## config.mk

```make
export PLATFORM = sky130hd
export DESIGN_NAME = stall_sequencer_flat
export DESIGN_NICKNAME = d
export VERILOG_FILES = /design/src/rtl/stall_sequencer_if.sv /design/src/rtl/stall_sequencer.sv /design/src/flat_wrapper.sv
export SDC_FILE = /design/constraint.sdc
export NUM_CORES = 1
export LEC_CHECK = 0
export CORE_MARGIN = 2
export CORE_UTILIZATION = 35
export DETAILED_ROUTE_END_ITERATION = 8
export PLACE_DENSITY_LB_ADDON = 0.3
export SYNTH_ARGS = -nofsm -noshare
export SYNTH_HDL_FRONTEND = slang
export SYNTH_SLANG_ARGS = --single-unit
export TNS_END_PERCENT = 5
```

## constraint.sdc

```tcl
create_clock -name clk -period 4.5 [get_ports clk]
set_input_delay 0.9 -clock clk [delete_from_list [all_inputs] [get_ports clk]]
set_output_delay 0.9 -clock clk [all_outputs]
set_load 0.005 [all_outputs]
```

## src/rtl/stall_sequencer_if.sv

```systemverilog
// Issue-stage handshake bundle between the fetcher (master) and the stall
// sequencer (slave). The sequencer also drives the instruction_type/func pair
// seen by the control unit, plus its busy flag and remaining-beat counter.
interface stall_sequencer_if #(
  parameter int VBEATS     = 4,
  parameter int BR_BUBBLES = 2
);
  localparam int MAXB = (VBEATS > BR_BUBBLES + 1) ? VBEATS : BR_BUBBLES + 1;
  localparam int CW   = $clog2(MAXB + 1);

  logic          advance;
  logic          flush;
  logic          in_valid;
  logic [1:0]    in_instruction_type;
  logic [4:0]    in_func;
  logic          in_ready;
  logic [1:0]    instruction_type;
  logic [4:0]    func;
  logic          busy;
  logic [CW-1:0] beats_left;

  modport master (
    output advance, flush, in_valid, in_instruction_type, in_func,
    input  in_ready, instruction_type, func, busy, beats_left
  );

  modport slave (
    input  advance, flush, in_valid, in_instruction_type, in_func,
    output in_ready, instruction_type, func, busy, beats_left
  );
endinterface

```

## src/rtl/stall_sequencer.sv

```systemverilog
// Issue-stage sequencer: registers ordinary instructions through to the
// control unit and expands vector loads/stores and control transfers into
// stall-read, stall-write and standard-stall pseudo-instruction beats.
module stall_sequencer #(
  parameter int VBEATS     = 4,
  parameter int BR_BUBBLES = 2
) (
  input logic                clk,
  input logic                rst,
  stall_sequencer_if.slave   bus
);
  localparam int MAXB = (VBEATS > BR_BUBBLES + 1) ? VBEATS : BR_BUBBLES + 1;
  localparam int CW   = $clog2(MAXB + 1);

  localparam logic [CW-1:0] ZERO     = CW'(0);
  localparam logic [CW-1:0] ONE      = CW'(1);
  localparam logic [CW-1:0] VLOAD_N  = CW'(VBEATS - 1);
  localparam logic [CW-1:0] BUBBLE_N = CW'(BR_BUBBLES);
  localparam bit            VEXPAND  = (VBEATS > 1);
  localparam bit            BEXPAND  = (BR_BUBBLES > 0);

  localparam logic [1:0] STALL_TYPE = 2'b01;
  localparam logic [4:0] NOP_FUNC   = 5'b00101;
  localparam logic [4:0] SRD_FUNC   = 5'b00110;
  localparam logic [4:0] SWR_FUNC   = 5'b00111;

  typedef enum logic [1:0] {
    PASS   = 2'd0,
    VREAD  = 2'd1,
    VWRITE = 2'd2,
    BUBBLE = 2'd3
  } state_t;

  state_t        state_r, state_s;
  logic [1:0]    type_r, type_s;
  logic [4:0]    func_r, func_s;
  logic          busy_r, busy_s;
  logic [CW-1:0] beats_r, beats_s;
  logic          is_vload_s, is_vstore_s, is_ctrl_s;

  // Classify the fetched instruction for expansion decisions.
  always_comb begin
    is_vload_s  = (bus.in_instruction_type == 2'b00) && (bus.in_func[4:3] == 2'b10);
    is_vstore_s = (bus.in_instruction_type == 2'b00) && (bus.in_func[4:3] == 2'b11);
    is_ctrl_s   = (bus.in_instruction_type == 2'b10);
  end

  // Next-state, next-output and counter logic; flush beats a frozen pipeline.
  always_comb begin
    state_s = state_r;
    type_s  = type_r;
    func_s  = func_r;
    beats_s = beats_r;
    if (bus.flush) begin
      state_s = PASS;
      type_s  = STALL_TYPE;
      func_s  = NOP_FUNC;
      beats_s = ZERO;
    end else if (!bus.advance) begin
      state_s = state_r;
    end else begin
      case (state_r)
        PASS: begin
          if (bus.in_valid) begin
            type_s = bus.in_instruction_type;
            func_s = bus.in_func;
            if (is_vload_s && VEXPAND) begin
              state_s = VREAD;
              beats_s = VLOAD_N;
            end else if (is_vstore_s && VEXPAND) begin
              state_s = VWRITE;
              beats_s = VLOAD_N;
            end else if (is_ctrl_s && BEXPAND) begin
              state_s = BUBBLE;
              beats_s = BUBBLE_N;
            end else begin
              state_s = PASS;
              beats_s = ZERO;
            end
          end else begin
            type_s = STALL_TYPE;
            func_s = NOP_FUNC;
          end
        end
        VREAD, VWRITE, BUBBLE: begin
          type_s = STALL_TYPE;
          if (state_r == VREAD) begin
            func_s = SRD_FUNC;
          end else if (state_r == VWRITE) begin
            func_s = SWR_FUNC;
          end else begin
            func_s = NOP_FUNC;
          end
          // Last beat (or a corrupted zero count) returns to PASS without underflow.
          if (beats_r <= ONE) begin
            state_s = PASS;
            beats_s = ZERO;
          end else begin
            beats_s = beats_r - ONE;
          end
        end
        default: begin
          state_s = PASS;
          type_s  = STALL_TYPE;
          func_s  = NOP_FUNC;
          beats_s = ZERO;
        end
      endcase
    end
    busy_s = (state_s != PASS);
  end

  // State and output registers, asynchronously reset to an idle NOP.
  always_ff @(posedge clk or negedge rst) begin
    if (!rst) begin
      state_r <= PASS;
      type_r  <= STALL_TYPE;
      func_r  <= NOP_FUNC;
      busy_r  <= 1'b0;
      beats_r <= ZERO;
    end else begin
      state_r <= state_s;
      type_r  <= type_s;
      func_r  <= func_s;
      busy_r  <= busy_s;
      beats_r <= beats_s;
    end
  end

  assign bus.in_ready         = bus.advance & ~bus.flush & (state_r == PASS);
  assign bus.instruction_type = type_r;
  assign bus.func             = func_r;
  assign bus.busy             = busy_r;
  assign bus.beats_left       = beats_r;
endmodule

```

## src/flat_wrapper.sv

```systemverilog
// flat-port wrapper written by rule: the top's interface ports become plain ports
module stall_sequencer_flat 
#(
  parameter int VBEATS     = 4,
  parameter int BR_BUBBLES = 2
)
  (clk, rst, bus_advance, bus_flush, bus_in_valid, bus_in_instruction_type, bus_in_func, bus_in_ready, bus_instruction_type, bus_func, bus_busy, bus_beats_left);
  stall_sequencer_if #(.VBEATS(VBEATS), .BR_BUBBLES(BR_BUBBLES)) bus_i ();
  input logic clk;
  input logic rst;
  input wire logic [$bits(bus_i.advance)-1:0] bus_advance;
  input wire logic [$bits(bus_i.flush)-1:0] bus_flush;
  input wire logic [$bits(bus_i.in_valid)-1:0] bus_in_valid;
  input wire logic [$bits(bus_i.in_instruction_type)-1:0] bus_in_instruction_type;
  input wire logic [$bits(bus_i.in_func)-1:0] bus_in_func;
  output wire logic [$bits(bus_i.in_ready)-1:0] bus_in_ready;
  output wire logic [$bits(bus_i.instruction_type)-1:0] bus_instruction_type;
  output wire logic [$bits(bus_i.func)-1:0] bus_func;
  output wire logic [$bits(bus_i.busy)-1:0] bus_busy;
  output wire logic [$bits(bus_i.beats_left)-1:0] bus_beats_left;
  assign bus_i.advance = bus_advance;
  assign bus_i.flush = bus_flush;
  assign bus_i.in_valid = bus_in_valid;
  assign bus_i.in_instruction_type = bus_in_instruction_type;
  assign bus_i.in_func = bus_in_func;
  assign bus_in_ready = bus_i.in_ready;
  assign bus_instruction_type = bus_i.instruction_type;
  assign bus_func = bus_i.func;
  assign bus_busy = bus_i.busy;
  assign bus_beats_left = bus_i.beats_left;
  stall_sequencer #(.VBEATS(VBEATS), .BR_BUBBLES(BR_BUBBLES)) u_core (.clk(clk), .rst(rst), .bus(bus_i));
endmodule
```

## Yosys cells after proc, flatten, opt, wreduce, memory -nomap -nowiden

Cells that the tools add are included.

- Bits in registers: 13
- Bits in latches: 0
- Memory bits (writable): 0
- Bits in read-only memories: 0
- Bits of input ports: 12
- Output and inout port bits: 12
- Logic and storage cells: 51
- Memories kept: 0

- Add/sub/neg operators: 1
- $mul: 0
- Div/mod/pow operators: 0
- Magnitude comparators: 1
- Equal/unequal tests: 7
- Shift operators: 0
- Muxes and demuxes: 26
- Bitwise gates (word level): 3
- Reductions and logical operators: 8

Operators by type and width:

| operator | count |
|---|---|
| $mux 2 | 12 |
| $mux 5 | 4 |
| $mux 3 | 6 |
| $eq 2x2->1 const B | 5 |
| $pmux 5 s2 | 1 |
| $pmux 2 s2 | 2 |
| $pmux 3 s2 | 1 |
| $logic_not 2->1 | 2 |
| $reduce_bool 2->1 | 2 |
| $le 3x1->1 const B | 1 |
| $ne 3x3->1 const B | 1 |
| $reduce_or 3->1 | 1 |
| $sub 3x1->3 const B | 1 |
| $and 1x1->1 | 2 |
| $eq 2x1->1 const B | 1 |
| $logic_and 1x1->1 | 2 |
| $reduce_and 2->1 | 1 |
| $not 1->1 | 1 |

## Longest topological paths before layout

- Word-level depth: 9
- Gate-level depth with buffers: 7
- Mapped depth without buffers: 6

## Worst setup path before layout

No wires, ideal clock.

- Path kind: input to output
- From: input bus_advance
- To: output bus_in_ready
- Arrival: 1.225 ns
- Data required time: 3.600 ns
- Path slack: 2.375 ns
- Cell stages on the path: 3
- Path buffers: 1
- Cell sequence: buf_6 -> nand2_1 -> nor2_1

- Cells in the longest elaborated chain, start to end: 2

RTL lines:

| what | line | source |
|---|---|---|
| from (decl) | flat_wrapper.sv:11 | `input wire logic [$bits(bus_i.advance)-1:0] bus_advance;` |
| $and 1x1->1 (2 in series) | stall_sequencer.sv:130 | `assign bus.in_ready = bus.advance & ~bus.flush & (state_r == PASS);` |
| to (decl) | flat_wrapper.sv:16 | `output wire logic [$bits(bus_i.in_ready)-1:0] bus_in_ready;` |

No other way between the ends.

## Worst setup path in the final report

Ends and elaborated chain as after synthesis.

==> results_dict.tcl <==
set metrics [dict create \
    die_w_um 50.04 \
    pre_cts_ws_ns 1.148 \
    syn_nets 93 \
    clock_latency_ns 0.27 \
    powerDensity_nw_per_um2 269.2 \
    crit_family "buffers and inverters" \
    finalHoldViolations 0 \
    clock_sinks 13 \
    ys_warn_count 0 \
    final_area_um2 1010 \
    grt_pass1_wl_um 2725 \
    drc_errors 0 \
    max-cap-violations 0 \
    dpl-instance-area_um2 983.4 \
    crit_required_ns 3.60 \
    crit_buf_inv 2 \
    irDropWorstVdd_v 0.0002615 \
    syn_to_final_growth_pct 36.09 \
    worstPathCellList "clkdlybuf4s50_1, nand2_1, nor2_1, clkdlybuf4s50_1" \
    r2r_slack_ns 2.81 \
    clock_path_buffers 2 \
    period_needed_ns 3.369 \
    cts_tree "yes" \
    critPathKind "primary input to output port" \
    post_cts_resize_count 0 \
    rsz0062_at_grt "no" \
    ys_ff_latch 13 \
    holdBufCountCts 0 \
    combPwrFrac_pct 26.3 \
    avgRoutedWirePerCell_um 12.66 \
    grtUsageTotal_pct 14.39 \
    cts_buffers 3 \
    hp-class "register to register" \
    final-seq-area_um2 329.1 \
    worstPathArrival_ns 2.47 \
    p_switching_uw 75.97 \
    max_freq_mhz 296.8 \
    crit_slowest_cell "clkdlybuf4s50_1" \
    crit_path_start "bus_advance" \
    timing.final.ws_setup_ns 1.131 \
    hpwl_um 1248 \
    overflow 0 \
    cell_internal_pwr_uw 195.9 \
    crit_cells 4 \
    nets 118 \
    worst_path_largest_cell_delay_ns 0.70 \
    start_kind "primary input" \
    p_seq_share_pct 47.8 \
    initial_core_util_pct 37.44 \
    fin_setup_tns_ns 0 \
    outcome "completed" \
    sw_frac_of_total_pct 27.95 \
    diodes 0 \
    synth_area_um2 742.0 \
    htreeDepth 1 \
    finalWeightedCongestion 0.8278 \
    p_leak_nw 0.4156 \
    cts_setup_buffers 0 \
    wl_um 1620 \
    fin_hold_ws_ns 0.5000 \
    path_common_cell "clkdlybuf4s50_1" \
    power_uw 271.8 \
    cts.clk_slew.worst_paths_ns 0.08 \
    num_io_pins 24 \
    yosys-top-cells-area "dfrtp_1, dfstp_2, ha_1" \
    antenna_found_initial 0 \
    grt_pass1_vias 627 \
    finalSetupViolCount 0 \
    vias_per_cell 5.141 \
    drt_pass1_iterations 4 \
    drive_gt1_share_pct 8.911 \
    synth_cell_types 31 \
    synth_top_area_share_pct 33.73 \
    fin_crit_sh_pct 74.87 \
    syn_avg_cell_area_um2 9.636 \
    fillerInstances 189 \
    dieArea_um2 2504 \
    worstPathMaxFanout 10 \
    clock-root-buffer "clkbuf_4" \
    slew_viol_final 0 \
    rows 16 \
    reg2reg_depth 6 \
    r2r_start "u_core.state_r[1]$_DFF_PN0_" \
    synth_top_area_cell "dfrtp_1" \
    tightest_slew_ns 0.5990 \
    synth_seq_area_share_pct 44.35 \
    slew_headroom_pct 59.94 \
    cp-end-kind "output port" \
    skew_ns 0.005906 \
    die_y_um 50.04 \
    drtIter0Drc 12 \
    grt_max_degree 14 \
    crit_end "bus_in_ready" \
    numPortBuffers 23 \
    multi_input_area_um2 360.3 \
    reg2reg_to "u_core.bus.beats_left[0]$_DFFE_PN0P_" \
    antenna_left 0 \
    core-area_um2 1982 \
    via_count 658 \
    syn_inst 77 \
    pwr-share-clk_pct 25.9 \
]
-- metrics by stage --
step	util [%]	std cells
global route	50.95	128
CTS	50.95	128
detailed placement	49.62	124
finish	50.95	128
global placement	49.62	124
floorplan	-	77
-- sequential cells by signal, summed over array words and instances, names as in the netlist --
signal and cells:
u_core.bus.beats_left 3, u_core.bus.busy 1, u_core.bus.func 5, u_core.bus.instruction_type 2, u_core.state_r 2
-- logic make-up (layout without fill, tap and decap cells) --
| family | Yosys count | in the layout | synth area share (%) |
|---|---|---|---|
| fa+ha+maj | 4 | 4 | 6.746 |
| mux | 1 | 1 | 1.349 |
| compound gates | 26 | 26 | 26.14 |
| simple gates | 22 | 22 | 14.34 |
| buf+inv | 11 | 35 | 7.083 |
| flops | 13 | 13 | 44.35 |
-- cells in the final DEF, fill, tap and decap left out, types with 2 or more instances in the layout --
| cell type | instances |
|---|---|
| clkdlybuf4s50_1 | 23 |
| dfrtp_1 | 10 |
| nor2_1 | 8 |
| inv_1 | 7 |
| a21oi_1 | 5 |
| nand2_1 | 5 |
| a211oi_1 | 5 |
| ha_1 | 4 |
| a22o_1 | 3 |
| clkbuf_4 | 3 |
| dfstp_2 | 3 |
| nand2b_1 | 2 |
| o21ai_2 | 2 |
| o21bai_1 | 2 |
| nor3_1 | 2 |
| o22ai_1 | 2 |
-- synthesized netlist by cell type --
library cell,number
dfrtp_1,10
nor2_1,8
inv_1,7
a211oi_1,5
a21oi_1,5
nand2_1,5
ha_1,4
a22o_1,3
dfstp_2,3
nand2b_1,2
nor3_1,2
o21ai_2,2
o21bai_1,2
o22ai_1,2
a2111oi_0,1
a311o_1,1
a311oi_1,1
and2_0,1
and2_1,1
buf_4,1
buf_6,1
clkbuf_1,1
inv_2,1
mux2i_1,1
nand3b_1,1
nor2b_1,1
nor4b_1,1
o211a_1,1
o21ai_0,1
o31ai_1,1
o32a_1,1
-- layout make-up --
cell class	instances	share of cell area (%)
Clock buffer	4	2.602
Inverter	8	2.974
Multi-Input combinational cell	53	35.69
Timing Repair Buffer	23	22.80
Tap cell	27	3.346
Sequential cell	13	32.59
-- power groups by stage --
stage	sequential [mW]	clock [mW]	combinational (mW)
4_1_cts	0.130	0.0736	0.0722
3_5_place_dp	0.132	0	0.0719
3_3_place_gp	0.132	0	0.0712
6_report	0.130	0.0704	0.0715
2_1_floorplan	0.132	0	0.0378
5_1_grt	0.131	0.0799	0.0793
-- how the worst min path moves through the flow --
| stage | to | slack (ns) | cells past startpoint | startpoint |
|---|---|---|---|---|
| final | u_core.bus.func[1]$_DFFE_PN0P_ | 0.50 | 2 | u_core.bus.func[1]$_DFFE_PN0P_ |
| after floorplan | u_core.bus.func[1]$_DFFE_PN0P_ | 0.47 | 2 | u_core.bus.func[1]$_DFFE_PN0P_ |
| after detailed placement | u_core.bus.func[1]$_DFFE_PN0P_ | 0.48 | 2 | u_core.bus.func[1]$_DFFE_PN0P_ |
| after CTS | u_core.bus.func[1]$_DFFE_PN0P_ | 0.50 | 2 | u_core.bus.func[1]$_DFFE_PN0P_ |
| after global routing | u_core.bus.func[4]$_DFFE_PN0P_ | 0.52 | 1 | u_core.bus.func[4]$_DFFE_PN0P_ |
| after global placement | u_core.bus.func[1]$_DFFE_PN0P_ | 0.48 | 2 | u_core.bus.func[1]$_DFFE_PN0P_ |
-- worst register-to-register path: cells and delay by family (launching register included) --
kind                       cells  cell delay (ns)
AOI/OAI and AO/OA              2             0.31
DFF                            1             0.38
and+or+nand+nor                1             0.29
adders and majority gates      1             0.39
buffers and inverters          2             0.24
-- routing by layer --
layer / global-route usage [%] / vias to the layer above / wire, um
li1: - / 326 / -
met3: 6.061 / 2 / 78
met1: 16.70 / 317 / 760
met2: 24.56 / 13 / 768
met5: 0 / - / 0
met4: 2.778 / 0 / 12
Note: power is estimated with default switching activity, not from simulation.
